`config.mk`:
```
export PLATFORM = sky130hd
export DESIGN_NAME = matrix_loader
export DESIGN_NICKNAME = d
export VERILOG_FILES = /design/src/rtl/matrix_loader.sv
export SDC_FILE = /design/constraint.sdc
export NUM_CORES = 1
export LEC_CHECK = 0
export CAP_MARGIN = 15
export CORE_MARGIN = 2
export CORE_UTILIZATION = 55
export CTS_CLUSTER_DIAMETER = 120
export DETAILED_ROUTE_END_ITERATION = 12
export GPL_ROUTABILITY_DRIVEN = 0
export MAX_ROUTING_LAYER = met4
export PLACE_DENSITY = 0.76
export SYNTH_ARGS = -nofsm -noshare
export SYNTH_HDL_FRONTEND = slang
export SYNTH_SLANG_ARGS = --single-unit
```
`constraint.sdc`:
```
create_clock -name clk -period 6.9 [get_ports clk]
set_input_delay 1.38 -clock clk [delete_from_list [all_inputs] [get_ports clk]]
set_output_delay 1.38 -clock clk [all_outputs]
set_load 0.05 [all_outputs]
```
`src/rtl/matrix_loader.sv`:
```
// Host-side loader: packs A / B^T element streams into 4-row column words, then launches the tpu.
// Optional: define MATRIX_LOADER_PERF_EN to add the perf_cycles / perf_stall counters.
module matrix_loader #(
   parameter int WORD_W = 32,
   parameter int IDX_W  = 8,
   parameter int MAX_K  = 15
) (
   input  logic              clk,
   input  logic              rst,
   input  logic              cfg_valid,
   input  logic [3:0]        m,
   input  logic [3:0]        k,
   input  logic [3:0]        n,
   input  logic              s_valid,
   input  logic [7:0]        s_data,
   output logic              s_ready,
   output logic              wr_en_a,
   output logic [IDX_W-1:0]  index_a,
   output logic [WORD_W-1:0] datain_a,
   output logic              wr_en_b,
   output logic [IDX_W-1:0]  index_b,
   output logic [WORD_W-1:0] datain_b,
   output logic              tpu_start,
   input  logic              tpu_done,
   output logic              busy,
   output logic              err
`ifdef MATRIX_LOADER_PERF_EN
   ,
   output logic [15:0]       perf_cycles,
   output logic [15:0]       perf_stall
`endif
);

   typedef enum logic [2:0] {
      S_IDLE, S_LOAD_A, S_FLUSH_A, S_LOAD_B, S_FLUSH_B, S_START, S_WAIT
   } state_t;

   state_t      r_state, w_next;
   logic [3:0]  r_m, r_k, r_n, r_col, r_fc;
   logic [1:0]  r_row, r_strip;
   logic [7:0]  r_stage [4][MAX_K];
   logic        r_err;

   logic        w_load, w_flush, w_is_b, w_xfer, w_cfg_ok;
   logic        w_strip_done, w_flush_last, w_more;
   logic [3:0]  w_total;
   logic [4:0]  w_rows_left;
   logic [2:0]  w_strip_rows;
   logic [5:0]  w_idx;
   logic [WORD_W-1:0] w_word;

   function automatic logic [15:0] sat_inc(input logic [15:0] v);
      return (v == 16'hFFFF) ? v : v + 16'd1;
   endfunction

   assign w_load       = (r_state == S_LOAD_A) || (r_state == S_LOAD_B);
   assign w_flush      = (r_state == S_FLUSH_A) || (r_state == S_FLUSH_B);
   assign w_is_b       = (r_state == S_LOAD_B) || (r_state == S_FLUSH_B);
   assign w_xfer       = w_load && s_valid;
   assign w_cfg_ok     = (m != 4'd0) && (k != 4'd0) && (n != 4'd0) && (int'(k) <= MAX_K);
   assign w_total      = w_is_b ? r_n : r_m;
   assign w_rows_left  = {1'b0, w_total} - {1'b0, r_strip, 2'b00};
   assign w_strip_rows = (w_rows_left >= 5'd4) ? 3'd4 : w_rows_left[2:0];
   assign w_strip_done = w_xfer && (r_col == r_k - 4'd1) && ({1'b0, r_row} == w_strip_rows - 3'd1);
   assign w_flush_last = w_flush && (r_fc == r_k - 4'd1);
   assign w_more       = ({1'b0, r_strip, 2'b00} + 5'd4) < {1'b0, w_total};
   assign w_idx        = 6'(r_strip) * 6'(r_k) + 6'(r_fc);
   assign busy         = (r_state != S_IDLE);
   assign err          = r_err;

   // Lane 0 sits in the top byte; rows past the matrix edge stay zero.
   always_comb begin
      w_word = '0;
      for (int r = 0; r < 4; r++) begin
         if (3'(r) < w_strip_rows) w_word[WORD_W-1-8*r -: 8] = r_stage[r][r_fc];
      end
   end

   always_comb begin
      w_next    = r_state;
      s_ready   = 1'b0;
      wr_en_a   = 1'b0;
      index_a   = '0;
      datain_a  = '0;
      wr_en_b   = 1'b0;
      index_b   = '0;
      datain_b  = '0;
      tpu_start = 1'b0;
      case (r_state)
         S_IDLE: if (cfg_valid && w_cfg_ok) w_next = S_LOAD_A;
         S_LOAD_A: begin
            s_ready = 1'b1;
            if (w_strip_done) w_next = S_FLUSH_A;
         end
         S_FLUSH_A: begin
            wr_en_a  = 1'b1;
            index_a  = IDX_W'(w_idx);
            datain_a = w_word;
            if (w_flush_last) w_next = w_more ? S_LOAD_A : S_LOAD_B;
         end
         S_LOAD_B: begin
            s_ready = 1'b1;
            if (w_strip_done) w_next = S_FLUSH_B;
         end
         S_FLUSH_B: begin
            wr_en_b  = 1'b1;
            index_b  = IDX_W'(w_idx);
            datain_b = w_word;
            if (w_flush_last) w_next = w_more ? S_LOAD_B : S_START;
         end
         S_START: begin
            tpu_start = 1'b1;
            w_next    = S_WAIT;
         end
         S_WAIT: if (tpu_done) w_next = S_IDLE;
         default: w_next = S_IDLE;
      endcase
   end

   always_ff @(posedge clk) begin
      if (rst) begin
         r_state <= S_IDLE;
         r_m     <= '0;
         r_k     <= '0;
         r_n     <= '0;
         r_col   <= '0;
         r_row   <= '0;
         r_fc    <= '0;
         r_strip <= '0;
         r_err   <= 1'b0;
         for (int r = 0; r < 4; r++)
            for (int c = 0; c < MAX_K; c++) r_stage[r][c] <= '0;
      end else begin
         r_state <= w_next;
         r_err   <= 1'b0;
         if (r_state == S_IDLE && cfg_valid) begin
            if (w_cfg_ok) begin
               r_m     <= m;
               r_k     <= k;
               r_n     <= n;
               r_col   <= '0;
               r_row   <= '0;
               r_fc    <= '0;
               r_strip <= '0;
            end else begin
               r_err <= 1'b1;
            end
         end
         if (w_xfer) begin
            r_stage[r_row][r_col] <= s_data;
            if (w_strip_done) begin
               r_col <= '0;
               r_row <= '0;
               r_fc  <= '0;
            end else if (r_col == r_k - 4'd1) begin
               r_col <= '0;
               r_row <= r_row + 2'd1;
            end else begin
               r_col <= r_col + 4'd1;
            end
         end
         if (w_flush) begin
            r_fc <= r_fc + 4'd1;
            if (w_flush_last) begin
               r_fc    <= '0;
               r_strip <= w_more ? r_strip + 2'd1 : 2'd0;
               for (int r = 0; r < 4; r++)
                  for (int c = 0; c < MAX_K; c++) r_stage[r][c] <= '0;
            end
         end
      end
   end

`ifdef MATRIX_LOADER_PERF_EN
   logic [15:0] r_perf_cycles, r_perf_stall;

   always_ff @(posedge clk) begin
      if (rst) begin
         r_perf_cycles <= '0;
         r_perf_stall  <= '0;
      end else if (r_state == S_IDLE && cfg_valid && w_cfg_ok) begin
         r_perf_cycles <= '0;
         r_perf_stall  <= '0;
      end else begin
         if (busy) r_perf_cycles <= sat_inc(r_perf_cycles);
         if (w_load && !s_valid) r_perf_stall <= sat_inc(r_perf_stall);
      end
   end

   assign perf_cycles = r_perf_cycles;
   assign perf_stall  = r_perf_stall;
`endif

endmodule

```
**After elaboration in Yosys (flattened, before gate mapping)**

Memory sizes are Yosys's and may differ from the RTL's.
Cells that the tools add are included.

- Bits in registers: 28
- Bits in latches: 0
- Memory bits (writable): 480
- ROM bits: 0
- Input bits: 25
- Memories kept: 1

Memories:

| memory | depth | bits a word | rd ports | clocked after Yosys merged registers in | wr ports | RTL line | text |
|---|---|---|---|---|---|---|---|
| r_stage | 4 | 120 | 4 | 0 | 4 | 41 | `logic [7:0] r_stage [4][MAX_K];` |

- Add/subtract/negate cells: 9
- Multipliers: 1
- Divide/modulo/power cells: 0
- Order comparisons: 9
- Equal/unequal tests: 15
- Shift-type cells: 0
- Muxes and demuxes: 131
- Bitwise gates (word level): 63
- Reduce and logical (&&, ||, !) cells: 25

Operators by type and width:

| kind | number |
|---|---|
| 8-bit 2-to-1 mux | 73 |
| 120-bit 2-to-1 mux | 3 |
| 8-bit binary-select mux with 4-bit select | 4 |
| 120-bit OR reduction | 1 |
| 32-bit 2-to-1 mux | 2 |
| 1-bit OR | 60 |
| 4-bit 2-to-1 mux | 12 |
| 8-bit demux with 4-bit select | 1 |
| 2-bit 2-to-1 mux | 12 |
| 3-bit 2-to-1 mux | 8 |
| 3-bit case mux with 7 select lines | 1 |
| 1-bit 2-to-1 mux | 13 |
| 6-bit 2-to-1 mux | 2 |
| 2-bit != test (second input constant) | 6 |
| 4-bit nonzero test | 3 |
| 5-bit >= comparator (second input constant) | 2 |
| 4-bit NOT with 5-bit output | 2 |
| 3-bit equality test (second input constant) | 3 |
| 1-bit logical AND | 9 |
| 4-bit by 1-bit adder with 4-bit output (second input constant) | 2 |
| 4-bit equality test | 2 |
| 6-bit by 4-bit adder with 6-bit output | 1 |
| 3-bit by 2-bit equality test with 1-bit output (second input constant) | 2 |
| 1-bit by 3-bit less-than comparator with 1-bit output (first input constant) | 2 |
| other kinds (20) | 27 |

**Depth between registers and ports, before layout**

- Depth in word-level cells: 12
- Depth in mapped cells: 17

**Worst setup path after synthesis**

Ideal clock, no wire load.

- Kind: flip-flop to output port
- Start: reg r_fc[2]
- End: out index_a[4]
- Data arrival time: 3,146 ps
- Setup slack: 2,374 ps
- Stages on the path, launching flop included: 13
- Buffers on the path: 4
- Cells stage by stage: dfxtp_1 buf_2 buf_2 inv_1 clkbuf_1 clkbuf_1 fa_1 inv_1 ha_1 a21o_1 a21oi_1 xor2_1 nor2_1

- Cells in the longest elaborated chain, start to end: 2

RTL lines:

| item | RTL line | text |
|---|---|---|
| start, declared | 39 | `logic [3:0] r_m, r_k, r_n, r_col, r_fc;` |
| start signal, assigned | 163 | `r_fc <= r_fc + 4'd1;` |
| 6-bit by 4-bit adder with 6-bit output | 67 | `assign w_idx = 6'(r_strip) * 6'(r_k) + 6'(r_fc);` |
| 6-bit 2-to-1 mux | 89 | `case (r_state)` |
| end, declared | 18 | `output logic [IDX_W-1:0] index_a,` |

Every way passes these cells.

**Worst setup path in the final report**

- Start: reg r_fc[1]
- End: out index_a[5]

The elaborated chain is that of the path after synthesis.

==> flow_summary.yaml <==
synthesis:
  yosys_warnings: 0
  synthCells: 2521
  synth_top_family_by_area: "simple AND/OR/NAND/NOR gates"
  yosys-mux-area-fraction_pct: 10.5
  seq_area_frac_synth_pct: 52.0
  synthFlopType: "dfxtp_1"
  synthAdderAreaFrac_pct: 1.47
  synth-compound-area-share_pct: 8.20
  synth_xor_area_share_pct: 0.617
  synth-simple-area-share_pct: 22.1
  avgSynthCellArea_um2: 9.65
  synthesis.area_um2: 24300
  ys_ff_latch: 508
  synth_enable_flop_cells: 248
  synthArstFlopShare_pct: 0
  synthDistinctLibCells: 60
die:
  die-area_um2: 45900
  io_pins: 111
  die_w_um: 214
  die_h_um: 214
  core_area_um2: 43900
  start_util_pct: 55.4
  rows: 77
clock_network:
  cts_max_path_buffers: 3
  cts_hold_buffers: 0
  clkTransAtPathRegs_ps: 60
  root_buffer: "clkbuf_16"
  cts_num_sinks: 508
  cts_tree: "built"
  ctsResizeCount: 0
  clk_latency_ps: 610
  cts_htree_levels: 2
  cts_buffers: 53
  cts_setup_buffers: 0
power:
  peakVddDrop_v: 0.000214
  p_leak_uw: 0.0103
  powerDensity_nw_per_um2: 287
sta:
  fmax_mhz: 168
  fin_ws_ps: 965
  setup_tns_ps: 0
  finalMaxSlewViolations: 0
  finalHoldViolCount: 0
  relSlewSlack_pct: 23.8
  rsz0062_at_grt: "false"
  worst_pin_slew_ps: 1140
  setup_viol: 0
  finClkSkew_ps: 11.5
  fin_crit_ps: 5940
  finalHoldWorstSlack_ps: 449
  fin_crit_sh_pct: 86.0
global_route:
  grtUsageTotal_pct: 27.6
  grt_max_degree: 209
  grt_pass1_vias: 17800
  antenna_found_initial: 1
  overflow: 0
  grt_pass1_wl_um: 97400
route:
  viasPerCell: 5.96
  drt_iter0_drc: 2059
  wl_per_cell_um: 20.4
  vias: 18300
  drt-pass1-iter-count: 5
  wl_um: 62600
  detail-route-antenna-nets: 0
  drt_drc_violations_left: 0
worst_setup_path:
  crit_path_max_fanout: 28
  crit_required_ps: 5520
  arrival_ps: 4560
  reg2reg_from: "r_state[2]"
  startpoint_type: "flop"
  worstSetupPathType: "flop to output port"
  critPathLaunch: "r_fc[1]"
  end_kind: "output port"
run:
  maxCapViolations: 0
min_path:
  hold_path.startpoint: "r_stage[2][38]"
  hold_class: "flop to flop"
run_status:
  status: "finished, final reports clean"
final_layout:
  layout.nets: 2486
  final_layout_size_suffix_gt1_share_pct: 12.1
  final_common_cell: "nand2_1"
  synthToLayoutAreaGrowth_pct: 11.4
  final_cell_mix: "640 x nand2_1, 267 x and3_1, 257 x dfxtp_1"
placed_design:
  io_buffers: 106
  pre_cts_ws_ps: 1610
  dp_hpwl_um: 37000
==> worst max-delay path: stages (launching register included) <==
cell and delay, ps:
dfxtp_4 620, clkinv_1 690, fa_1 750, inv_1 40, ha_1 210, fa_1 470, a21o_1 170, a21oi_1 180
nor2_1 60, clkdlybuf4s50_1 740
==> flip-flops by register name (all words and copies together) (netlist names) <==
name     count
r_strip      2
err          1
r_n          4
r_k          4
r_m          4
r_fc         4
r_col        4
r_row        2
r_state      3
r_stage    480
==> path summary, 6_finish.rpt <==
path	end	slack [ps]	depth (start not counted)
worst max register to register	r_state[1]	2500	15
worst max-delay path	index_a[5]	960	9
worst min-delay path	r_stage[2][38]	450	2
worst min register to register	r_stage[2][38]	450	2
==> layout make-up <==
type	instances	area, um2
clock inverters	22	268
well taps	592	741
inverters	26	110
diodes	2	5.00
repair buffers	141	1240
flip-flops and latches	508	12700
clock buffers	76	1580
fillers	3514	16800
multi-input cells	1706	10500
==> cell usage after synthesis (2+ instances only) <==
| library cell | number | area (um2) |
|---|---|---|
| clkbuf_1 | 225 | 845 |
| nand2_1 | 640 | 2400 |
| nor3b_1 | 2 | 15.0 |
| edfxtp_1 | 248 | 7450 |
| xnor3_1 | 2 | 45.0 |
| a32oi_1 | 2 | 17.5 |
| mux2i_1 | 19 | 190 |
| nand2b_1 | 4 | 25.0 |
| a221oi_1 | 16 | 140 |
| a211oi_1 | 18 | 135 |
| nand4_1 | 3 | 18.8 |
| nor2_1 | 122 | 458 |
| mux4_2 | 96 | 2160 |
| mux2_2 | 17 | 191 |
| nor3_1 | 9 | 45.0 |
| o31ai_1 | 2 | 15.0 |
| inv_1 | 25 | 93.8 |
| fa_1 | 6 | 120 |
| xnor2_1 | 6 | 52.6 |
| ha_1 | 19 | 238 |
| nor4_1 | 3 | 18.8 |
| xor2_1 | 6 | 52.6 |
| a21o_1 | 3 | 22.5 |
| a22oi_1 | 2 | 15.0 |
| and3_1 | 267 | 1670 |
| o21ai_0 | 241 | 1210 |
| a21oi_1 | 58 | 290 |
| dfxtp_1 | 260 | 5200 |
| nand3b_1 | 3 | 22.5 |
| buf_1 | 15 | 56.3 |
| o21ai_1 | 11 | 55.1 |
| nand3_1 | 39 | 195 |
| buf_4 | 4 | 30.0 |
| and2_1 | 62 | 388 |
| nor3_2 | 2 | 20.0 |
| a31oi_1 | 2 | 12.5 |
| buf_2 | 39 | 195 |
==> metrics by stage <==
| stage | utilization (%) | cells | power (uW) | cell area [um2] |
|---|---|---|---|---|
| final | 61.7 | 3073 | 7780 | 27100 |
| after global routing | 61.7 | 3073 | 8030 | 27100 |
| after CTS | 61.6 | 3069 | 7790 | 27100 |
| after detailed placement | 57.4 | 2971 | 4830 | 25200 |
| after global placement | 57.4 | 2971 | 4800 | 25200 |
| after floorplan | - | 2524 | 4440 | 24300 |
==> routing by layer <==
| layer | track usage [%] | share of wire [%] | up-vias |
|---|---|---|---|
| li1 | - | - | 8545 |
| met1 | 36.6 | 41 | 8761 |
| met2 | 43.3 | 47 | 864 |
| met3 | 4.28 | 8.4 | 137 |
| met4 | 9.88 | 3.3 | 0 |
| met5 | - | 0 | - |
==> kinds of logic after synthesis <==
group           Yosys count
simple gates           1168
flops                   508
compound gates          363
buf+inv                 310
mux                     132
fa+ha+maj                25
xor+xnor                 14
other cells               1
==> power by group <==
part / total, uW / internal, uW / switching (uW)
sequential: 3380 / 3240 / 141
clock: 3010 / 1810 / 1200
combinational: 1400 / 527 / 871
Power figures use the tool's default switching activity.
